<file path="config.mk">
export PLATFORM = sky130hd
export DESIGN_NAME = bpu_resolver
export DESIGN_NICKNAME = d
export VERILOG_FILES = /design/src/rtl/bpu_resolver_pkg.sv /design/src/rtl/pred_fifo.sv /design/src/rtl/bpu_resolver.sv
export SDC_FILE = /design/constraint.sdc
export NUM_CORES = 1
export LEC_CHECK = 0
export BUFFER_PORTS_ARGS = -buffer_cell sky130_fd_sc_hd__buf_4
export CORE_ASPECT_RATIO = 1.1
export CORE_MARGIN = 3
export CORE_UTILIZATION = 50
export CTS_CLUSTER_SIZE = 14
export DETAILED_ROUTE_END_ITERATION = 6
export PLACE_DENSITY = 0.81
export REMOVE_ABC_BUFFERS = 1
export SLEW_MARGIN = 20
export SYNTH_ARGS = -nofsm -noshare
export SYNTH_HDL_FRONTEND = slang
export SYNTH_SLANG_ARGS = --single-unit
</file>
<file path="constraint.sdc">
create_clock -name clk -period 7.5 [get_ports clk]
set_clock_uncertainty 0.05 [all_clocks]
set_input_delay 0.75 -clock clk [delete_from_list [all_inputs] [get_ports clk]]
set_output_delay 0.75 -clock clk [all_outputs]
set_load 0.02 [all_outputs]
</file>
<file path="src/rtl/bpu_resolver_pkg.sv">
// Shared pipeline definitions for the branch-prediction resolver: widths,
// resolver state encoding and a saturating counter helper.
package bpu_resolver_pkg;

  localparam int unsigned DEF_PC_WIDTH = 32;
  localparam int unsigned CNT_WIDTH    = 16;

  typedef enum logic {
    ST_RUN   = 1'b0,
    ST_FLUSH = 1'b1
  } resolver_state_t;

  function automatic logic [CNT_WIDTH-1:0] sat_inc(input logic [CNT_WIDTH-1:0] v);
    return (v == '1) ? v : v + CNT_WIDTH'(1);
  endfunction

endpackage

</file>
<file path="src/rtl/pred_fifo.sv">
// In-flight prediction queue: power-of-two circular buffer with push, pop and
// a synchronous clear that takes precedence over both.
module pred_fifo
  import bpu_resolver_pkg::*;
#(
  parameter int unsigned WIDTH = 64,
  parameter int unsigned DEPTH = 4
) (
  input  logic                     clk,
  input  logic                     reset_n,
  input  logic                     push,
  input  logic [WIDTH-1:0]         push_data,
  input  logic                     pop,
  input  logic                     clear,
  output logic [WIDTH-1:0]         head_data,
  output logic                     full,
  output logic                     empty,
  output logic [$clog2(DEPTH):0]   count
);

  localparam int unsigned AW = $clog2(DEPTH);

  logic [WIDTH-1:0] mem [DEPTH];
  logic [AW-1:0]    head;
  logic [AW-1:0]    tail;
  logic [AW:0]      cnt;
  logic             do_push;
  logic             do_pop;

  assign full      = (cnt == (AW+1)'(DEPTH));
  assign empty     = (cnt == '0);
  assign count     = cnt;
  assign head_data = mem[head];
  assign do_push   = push && !full && !clear;
  assign do_pop    = pop && !empty && !clear;

  always_ff @(posedge clk) begin
    if (do_push) mem[tail] <= push_data;
  end

  // Pointers wrap naturally because DEPTH is a power of two.
  always_ff @(posedge clk or negedge reset_n) begin
    if (!reset_n) begin
      head <= '0;
      tail <= '0;
      cnt  <= '0;
    end else if (clear) begin
      head <= '0;
      tail <= '0;
      cnt  <= '0;
    end else begin
      if (do_push) tail <= tail + AW'(1);
      if (do_pop)  head <= head + AW'(1);
      case ({do_push, do_pop})
        2'b10:   cnt <= cnt + (AW+1)'(1);
        2'b01:   cnt <= cnt - (AW+1)'(1);
        default: cnt <= cnt;
      endcase
    end
  end

endmodule

</file>
<file path="src/rtl/bpu_resolver.sv">
// Matches MEM-stage branch resolutions against queued IF-stage predictions,
// strobes predictor updates and drives redirect/flush on a mispredict.
module bpu_resolver
  import bpu_resolver_pkg::*;
#(
  parameter int unsigned PC_WIDTH     = DEF_PC_WIDTH,
  parameter int unsigned DEPTH        = 4,
  parameter int unsigned FLUSH_CYCLES = 2
) (
  input  logic                 clk,
  input  logic                 reset_n,
  input  logic                 fetch_valid,
  input  logic [PC_WIDTH-1:0]  fetch_pc,
  input  logic [PC_WIDTH-1:0]  fetch_pred_pc,
  output logic                 fetch_ready,
  input  logic                 resolve_valid,
  input  logic [PC_WIDTH-1:0]  resolve_pc,
  input  logic [PC_WIDTH-1:0]  resolve_next_pc,
  output logic                 bpu_w_en,
  output logic [PC_WIDTH-1:0]  tag_pc,
  output logic [PC_WIDTH-1:0]  next_pc,
  output logic                 redirect_valid,
  output logic [PC_WIDTH-1:0]  redirect_pc,
  output logic                 flush,
  output logic [CNT_WIDTH-1:0] resolve_count,
  output logic [CNT_WIDTH-1:0] mispredict_count,
  output logic                 order_error
);

  localparam int unsigned FCW = $clog2(FLUSH_CYCLES + 1);

  resolver_state_t         state;
  logic [FCW-1:0]          flush_cnt;
  logic [2*PC_WIDTH-1:0]   head_data;
  logic [PC_WIDTH-1:0]     head_pc;
  logic [PC_WIDTH-1:0]     head_pred_pc;
  logic                    fifo_full;
  logic                    fifo_empty;
  logic [$clog2(DEPTH):0]  fifo_count;
  logic                    resolve_in_run;
  logic                    accept;
  logic                    mispredict;
  logic                    order_violation;
  logic                    push;

  assign head_pc         = head_data[2*PC_WIDTH-1:PC_WIDTH];
  assign head_pred_pc    = head_data[PC_WIDTH-1:0];
  assign fetch_ready     = (state == ST_RUN) && !fifo_full;
  assign resolve_in_run  = resolve_valid && (state == ST_RUN);
  assign accept          = resolve_in_run && (fifo_count != '0);
  assign mispredict      = accept && (head_pred_pc != resolve_next_pc);
  assign order_violation = resolve_in_run && (fifo_empty || (head_pc != resolve_pc));
  // A push landing in the mispredict cycle is wrong-path and must not survive the clear.
  assign push            = fetch_valid && fetch_ready && !mispredict;
  assign flush           = (state == ST_FLUSH);

  pred_fifo #(
    .WIDTH (2*PC_WIDTH),
    .DEPTH (DEPTH)
  ) u_fifo (
    .clk       (clk),
    .reset_n   (reset_n),
    .push      (push),
    .push_data ({fetch_pc, fetch_pred_pc}),
    .pop       (accept),
    .clear     (mispredict),
    .head_data (head_data),
    .full      (fifo_full),
    .empty     (fifo_empty),
    .count     (fifo_count)
  );

  always_ff @(posedge clk or negedge reset_n) begin
    if (!reset_n) begin
      state            <= ST_RUN;
      flush_cnt        <= '0;
      bpu_w_en         <= 1'b0;
      redirect_valid   <= 1'b0;
      redirect_pc      <= '0;
      tag_pc           <= '0;
      next_pc          <= '0;
      resolve_count    <= '0;
      mispredict_count <= '0;
      order_error      <= 1'b0;
    end else begin
      bpu_w_en       <= mispredict;
      redirect_valid <= mispredict;
      if (order_violation) order_error <= 1'b1;
      if (accept) begin
        tag_pc        <= resolve_pc;
        next_pc       <= resolve_next_pc;
        resolve_count <= sat_inc(resolve_count);
      end
      if (mispredict) begin
        redirect_pc      <= resolve_next_pc;
        mispredict_count <= sat_inc(mispredict_count);
      end
      case (state)
        ST_RUN: begin
          if (mispredict) begin
            state     <= ST_FLUSH;
            flush_cnt <= FCW'(FLUSH_CYCLES - 1);
          end
        end
        ST_FLUSH: begin
          if (flush_cnt == '0) state <= ST_RUN;
          else                 flush_cnt <= flush_cnt - FCW'(1);
        end
        default: state <= ST_RUN;
      endcase
    end
  end

endmodule

</file>
==> After elaboration in Yosys (flattened, before gate mapping) <==
Memories as Yosys holds them, arrays and structs flattened.
Index checks and enable logic that the tools add are counted.
{ "totals": {"output_inout_bits": 133, "inputBits": 132, "memories": 1, "reg_bits": 140, "ramBits": 256, "wordCells": 70} }
{ "op_classes": {"n_mux": 14, "n_eq_ne": 9, "bitwise_logic": 3, "n_addsub": 7, "n_reduce_logical": 24} }
{ "mem_list": {"columns": ["memory", "depth", "width", "read_ports", "rd_ports_with_merged_regs", "write_ports", "line_no", "source"], "rows": [
  ["u_fifo.mem", 4, 64, 1, 0, 1, "pred_fifo.sv:23", "logic [WIDTH-1:0] mem [DEPTH];"]
]} }
{ "ops": {"columns": ["operator", "n"], "rows": [
  ["$ne A32 B32 Y1", 2],
  ["$add A16 B1 Y16 const B", 2],
  ["$eq A16 B16 Y1 const B", 2],
  ["$mux W2", 6],
  ["$logic_and A1 B1 Y1", 11],
  ["$pmux W3 S2", 1],
  ["$reduce_and A2 Y1", 3],
  ["$reduce_bool A3 Y1", 2],
  ["$add A2 B1 Y2 const B", 2],
  ["$mux W1", 4],
  ["$ne A2 B2 Y1 const B", 2],
  ["$pmux W2 S2", 1],
  ["$reduce_bool A2 Y1", 2],
  ["$add A3 B1 Y3 const B", 1],
  ["$eq A3 B3 Y1 const B", 1],
  ["$logic_not A1 Y1", 3],
  ["$logic_not A3 Y1", 1],
  ["$mux W3", 1],
  ["$not A1 Y1", 3],
  ["$sub A3 B1 Y3 const B", 1],
  ["$eq A2 B1 Y1 const B", 1],
  ["$eq A2 B2 Y1 const B", 1],
  ["$logic_not A2 Y1", 1],
  ["$pmux W1 S2", 1],
  ["2 further kinds", 2]
]} }

==> Depth between registers and ports, before layout <==
{ "logic_depth": {"ltp_word": 11, "ltp_mapped": 16, "mapped_depth_nobuf": 12} }

==> Modules after synthesis <==
From an unflattened synthesis, not the netlist that was laid out.
{ "unflattened": {"hier_cells": 1053, "hier_area_um2": 15887.7} }
{ "by_module_without_submodules": {"columns": ["mod", "instances", "area_per_inst_um2", "cells_per_inst"], "rows": [
  ["pred_fifo", 1, 9789.4, 399],
  ["bpu_resolver", 1, 6098.3, 654]
]} }

==> Worst setup path before layout <==
Ideal clock, no wire load.
{ "synth_timing": {"path_type": "flip-flop to flip-flop", "from": "register u_fifo.head[0]", "to": "memory u_fifo.mem[0][0] (enable)", "path_buffers": 4, "stages_incl_launch_ff": 11, "setup_ns": 0.578, "slack_ns": 0.016, "arrival_time_ns": 6.855, "period_less_slack_ns": 7.484, "path_cell_list": "dfrtp_1 buf_6 buf_4 buf_4 mux4_2 xnor2_1 nand4_1 nor2_1 a31oi_4 buf_2 nor3b_1"} }
{ "synth_between": {"elab_chain_cells": 9} }
{ "synth_lines": {"columns": ["item", "line_no", "source"], "rows": [
  ["from (decl)", "pred_fifo.sv:24", "logic [AW-1:0] head;"],
  ["from (signal assigned)", "pred_fifo.sv:53", "if (do_pop) head <= head + AW'(1);"],
  ["$mem_v2 Z4 W64 *", null, null],
  ["$ne A32 B32 Y1 *", "bpu_resolver.sv:51", "assign mispredict = accept && (head_pred_pc != resolve_next_pc);"],
  ["$logic_and A1 B1 Y1 *", "bpu_resolver.sv:51", null],
  ["via mispredict", "bpu_resolver.sv:42", "logic mispredict;"],
  ["$logic_not A1 Y1 *", "pred_fifo.sv:34, bpu_resolver.sv:54", null],
  ["$logic_and A1 B1 Y1", "bpu_resolver.sv:54", "assign push = fetch_valid && fetch_ready && !mispredict;"],
  ["$logic_and A1 B1 Y1", "pred_fifo.sv:34", "assign do_push = push && !full && !clear;"],
  ["$logic_and A1 B1 Y1 *", "pred_fifo.sv:34", null],
  ["$mux W1 *", "pred_fifo.sv:38", "if (do_push) mem[tail] <= push_data;"],
  ["$mux W1 (not written as such) *", "pred_fifo.sv:38", null],
  ["to (decl)", "pred_fifo.sv:23", null]
]} }
Mark *: on every way through the listed nets, which the timed path passes. The rest lies on a longest branch.

==> Final worst setup path <==
{ "layout_timing": {"from": "register u_fifo.head[0]", "to": "register u_fifo.cnt[2] (netlist: u_fifo.count[2])"} }
{ "layout_between": {"elab_chain_cells": 10, "elab_cells_between_ends": 13} }
{ "layout_lines": {"columns": ["item", "line_no", "source"], "rows": [
  ["$mem_v2 Z4 W64 *", null, null],
  ["$ne A32 B32 Y1 *", "bpu_resolver.sv:51", null],
  ["$logic_and A1 B1 Y1 *", "bpu_resolver.sv:51", null],
  ["$logic_not A1 Y1", "pred_fifo.sv:34, pred_fifo.sv:35, bpu_resolver.sv:54", null],
  ["$logic_and A1 B1 Y1", "bpu_resolver.sv:54", null],
  ["$logic_and A1 B1 Y1 (2 in a row)", "pred_fifo.sv:34", null],
  ["$eq A2 B1 Y1 / $eq A2 B2 Y1 (equally long branches)", "pred_fifo.sv:54", "case ({do_push, do_pop})"],
  ["$pmux W3 S2", "pred_fifo.sv:54", null],
  ["$mux W3", "pred_fifo.sv:47", "end else if (clear) begin"],
  ["to (signal assigned)", "pred_fifo.sv:55", "2'b10: cnt <= cnt + (AW+1)'(1);"],
  ["to (signal assigned)", "pred_fifo.sv:56", "2'b01: cnt <= cnt - (AW+1)'(1);"],
  ["to (signal assigned)", "pred_fifo.sv:57", "default: cnt <= cnt;"],
  ["to (decl)", "pred_fifo.sv:26", "logic [AW:0] cnt;"]
]} }
Every way passes the cells marked *; elsewhere a longest branch is shown, timed or not.
A chain may end at the register's enable or synchronous reset.

==> summary.txt <==
Routing
  – Met3 WL: 2550 µm
  – Residual DRC: 0
  – Antenna Nets Post-Route: 0
  – DRT iter0 DRCs: 734
  – Final WL: 34700 µm
  – M1 WL: 13500 µm
  – Vias per inst: 5.39
  – Top Metal Used: met5
  – Met2 wire len: 17400 µm
  – Detailed-route via count: 9138
  – Drt wl/cell: 20.5 µm
  – Drt first pass iters: 5

Critical path
  – Crit-path max FO: 41
  – Required @ worst endpoint: 7.85 ns
  – Slowest CP cell: dfrtp_4
  – Most used cell, CP: nor2_1
  – CP peak stage delay: 0.98 ns
  – CP startpoint kind: register
  – Buf/Inv on CP: 1
  – Top delay family on crit path: simple AND/OR/NAND/NOR gates
  – Arr. time, crit path: 4.97 ns
  – Worst Setup Path Type: register to register
  – Critical path cell sequence: buf_4 -> mux4_2 -> xnor2_1 -> nand4_1 -> nor4_4 -> and3_1 -> nand2_1 -> nor2_1 -> fa_1 -> nand2b_1 -> nor2_1 -> a311oi_1 -> nand3_1
  – CP endpoint kind: register

Clocking
  – CTS Sinks: 396
  – CTS clock-pin slew for the worst setup and hold paths: 0.06 ns
  – CTS HTree Levels: 2
  – CTS Buffer Depth: 3
  – CTS tree: done
  – Root Buffer: clkbuf_16
  – Setup bufs post-CTS: 0
  – # resized after CTS: 0
  – CTS Hold Bufs: 0
  – Clk_lat worst skew: 0.53 ns
  – CTS buffer count: 40

Place
  – Gp weighted congestion: 0.771
  – Post-DP Area: 0.0182 mm²
  – Hpwl dp: 22800 µm
  – Port Buffers: 264

Logic synthesis
  – Synth unique cells: 40
  – Mux cell area share after synthesis: 12.4%
  – Synth Area in XOR/XNOR: 5.27%
  – Synth Register Bits: 396
  – Largest family of logic cells by synthesized area: multiplexers
  – Synth Cell Area: 0.0158 mm²
  – Yosys warning count: 0
  – Syn Inst Count: 970
  – Seq/Total Area, Yosys: 70.9%
  – Synth Area in Adders: 0.682%
  – Synth Area per Inst: 16.3 µm²
  – Simple-gate share of the synthesized area: 8.76%
  – Post-synthesis compound-gate area fraction: 0.579%

Global route
  – Pin count of the biggest net entering global routing: 82
  – First-pass GRT wire length: 53600 µm
  – Vias in the first global route: 9530
  – Initial antenna violation count: 2
  – Tot GR Track Use: 20.6%
  – Total congestion overflow: 0

STA
  – TNS Setup: 0 ns
  – Setup-failing EPs final: 0
  – Hold Slack: 0.223 ns
  – Slew HR: 36.2%
  – Tcrit/Tclk final: 61.5%
  – RSZ-0062 raised after global routing: false
  – Clock period minus final worst setup slack: 4.61 ns
  – Slew Limit Fails: 0
  – Final Hold Vio Count: 0
  – Max Clk Rate: 217 MHz
  – Worst slew pin tran: 0.956 ns

Finish
  – Finished Cell Area: 0.0195 mm²
  – Area of the multi-input gates: 0.00440 mm²
  – Layout cells sized above 1: 34.8%
  – Final core utilization: 63.4%
  – Most common cell after layout, fill and taps aside: buf_4
  – Fill count: 2141
  – Register area: 0.0112 mm²
  – Final layout net count: 1388
  – Layout area overhead: 23.6%
  – Most frequent cells in the layout: 275 x buf_4, 256 x edfxtp_1, 209 x nand2_1, 138 x dfrtp_1, 86 x xnor2_1

Floorplan
  – Total core area: 0.0308 mm²
  – Initial core utilization: 51.3%
  – DIE AREA: 0.0337 mm²
  – DIE WIDTH: 175 µm
  – Row count: 67
  – I/O Pins: 265
  – Die Span Y: 192 µm

Min path
  – Worst min path class: input pin to async pin

Outcome
  – Status: completed

Power
  – Largest vdd supply drop: 0.228 mV
  – LEAKAGE: 7.72 nW
  – PwrDens: 342 mW/mm²

Flow run
  – Maxcap violations: 0
==> worst register-to-register path, stage by stage, from the launching register on <==
cell and delay [ns]:
dfrtp_4 0.98, buf_4 0.62, mux4_2 0.60, xnor2_1 0.16, nand4_1 0.19, nor4_4 0.37, and3_1 0.40, nand2_1 0.15
nor2_1 0.18, fa_1 0.25, nand2b_1 0.14, nor2_1 0.04, a311oi_1 0.27, nand3_1 0.11
==> stage by stage <==
step	setup slack (ns)	cells	power (W)
final	2.89	1694	0.00667
after global routing	2.56	1694	0.00699
after CTS	2.83	1693	0.00673
after detailed placement	2.88	1620	0.00479
after global placement	3.00	1620	0.00472
after floorplan	-2.51	930	0.00400
==> cell type report <==
type / instances / share of cell area (%)
diodes: 1 / 0.0128
well taps: 414 / 2.66
inverters: 6 / 0.115
clock inverters: 17 / 0.757
repair buffers: 276 / 10.6
clock buffers: 56 / 5.86
multi-input cells: 528 / 22.6
flip-flops and latches: 396 / 57.4
==> state kept, by name, indices dropped and copies added, names as in the netlist <==
name and count:
u_fifo.mem 256, u_fifo.tail 2, flush 1, resolve_count 16
redirect_pc 32, tag_pc 32, next_pc 32, flush_cnt 2
order_error 1, u_fifo.count 3, u_fifo.head 2, mispredict_count 16
redirect_valid 1
==> report_power, final <==
| group | leakage, nW | total [W] | switching, W | internal (W) |
|---|---|---|---|---|
| sequential | 4.04 | 0.00297 | 0.000234 | 0.00273 |
| combinational | 3.04 | 0.00177 | 0.000987 | 0.000786 |
| clock | 0.644 | 0.00193 | 0.000794 | 0.00114 |
==> path summary, 6_finish.rpt <==
path	slack, ns	to	cells past startpoint	from
min in group clk	0.37	u_fifo.mem[1][7]	1	fetch_pred_pc[7]
worst min register to register	0.42	tag_pc[20]	2	tag_pc[20]
worst min-delay path	0.22	redirect_pc[20]	1	reset_n
worst max register to register	2.89	u_fifo.count[2]	13	u_fifo.head[0]
max in group asynchronous	5.90	next_pc[1]	2	reset_n
worst max-delay path	2.89	u_fifo.count[2]	13	u_fifo.head[0]
==> per-layer routing <==
metal	up-vias	global-route usage, %
met5	-	0
met2	360	34.7
met1	4581	26.6
met4	2	7.22
li1	4114	-
met3	81	4.68
==> cells in the mapped netlist, drive strengths merged <==
cell    number  area share, %
nand3b       1          0.048
and2         3           0.12
nand4       27            1.1
nand2      209            5.0
nor3         3          0.095
fa           1           0.13
edfxtp     256             49
nor3b        4           0.19
mux2        35            3.2
o21ai        4           0.13
nor4b        1          0.055
a31oi        3           0.21
xor2         9           0.50
xnor2       86            4.8
a311oi       1          0.055
o21a         1          0.048
nor2b        2          0.079
buf         21           0.88
clkbuf      19           0.45
a21oi        3          0.095
nand2b       3           0.12
o22ai        1          0.040
nand4b       1          0.055
mux4        64            9.1
nor4         4           0.25
and3        12           0.48
inv          6           0.14
nand3       21           0.67
ha           7           0.55
mux2i        1          0.063
dfrtp      140             22
nor2        19           0.45
and4         2           0.11
==> logic make-up (layout without fill, tap and decap cells) <==
logic type,count (synthesis),after routing
adders and majority gates,8,8
and+or+nand+nor,312,312
buffers and inverters,46,355
AOI/OAI and AO/OA,13,13
other,0,1
xor gates and xnor gates,95,95
muxes,100,100
DFF,396,396
No activity file was read; power rests on OpenSTA's default activity.
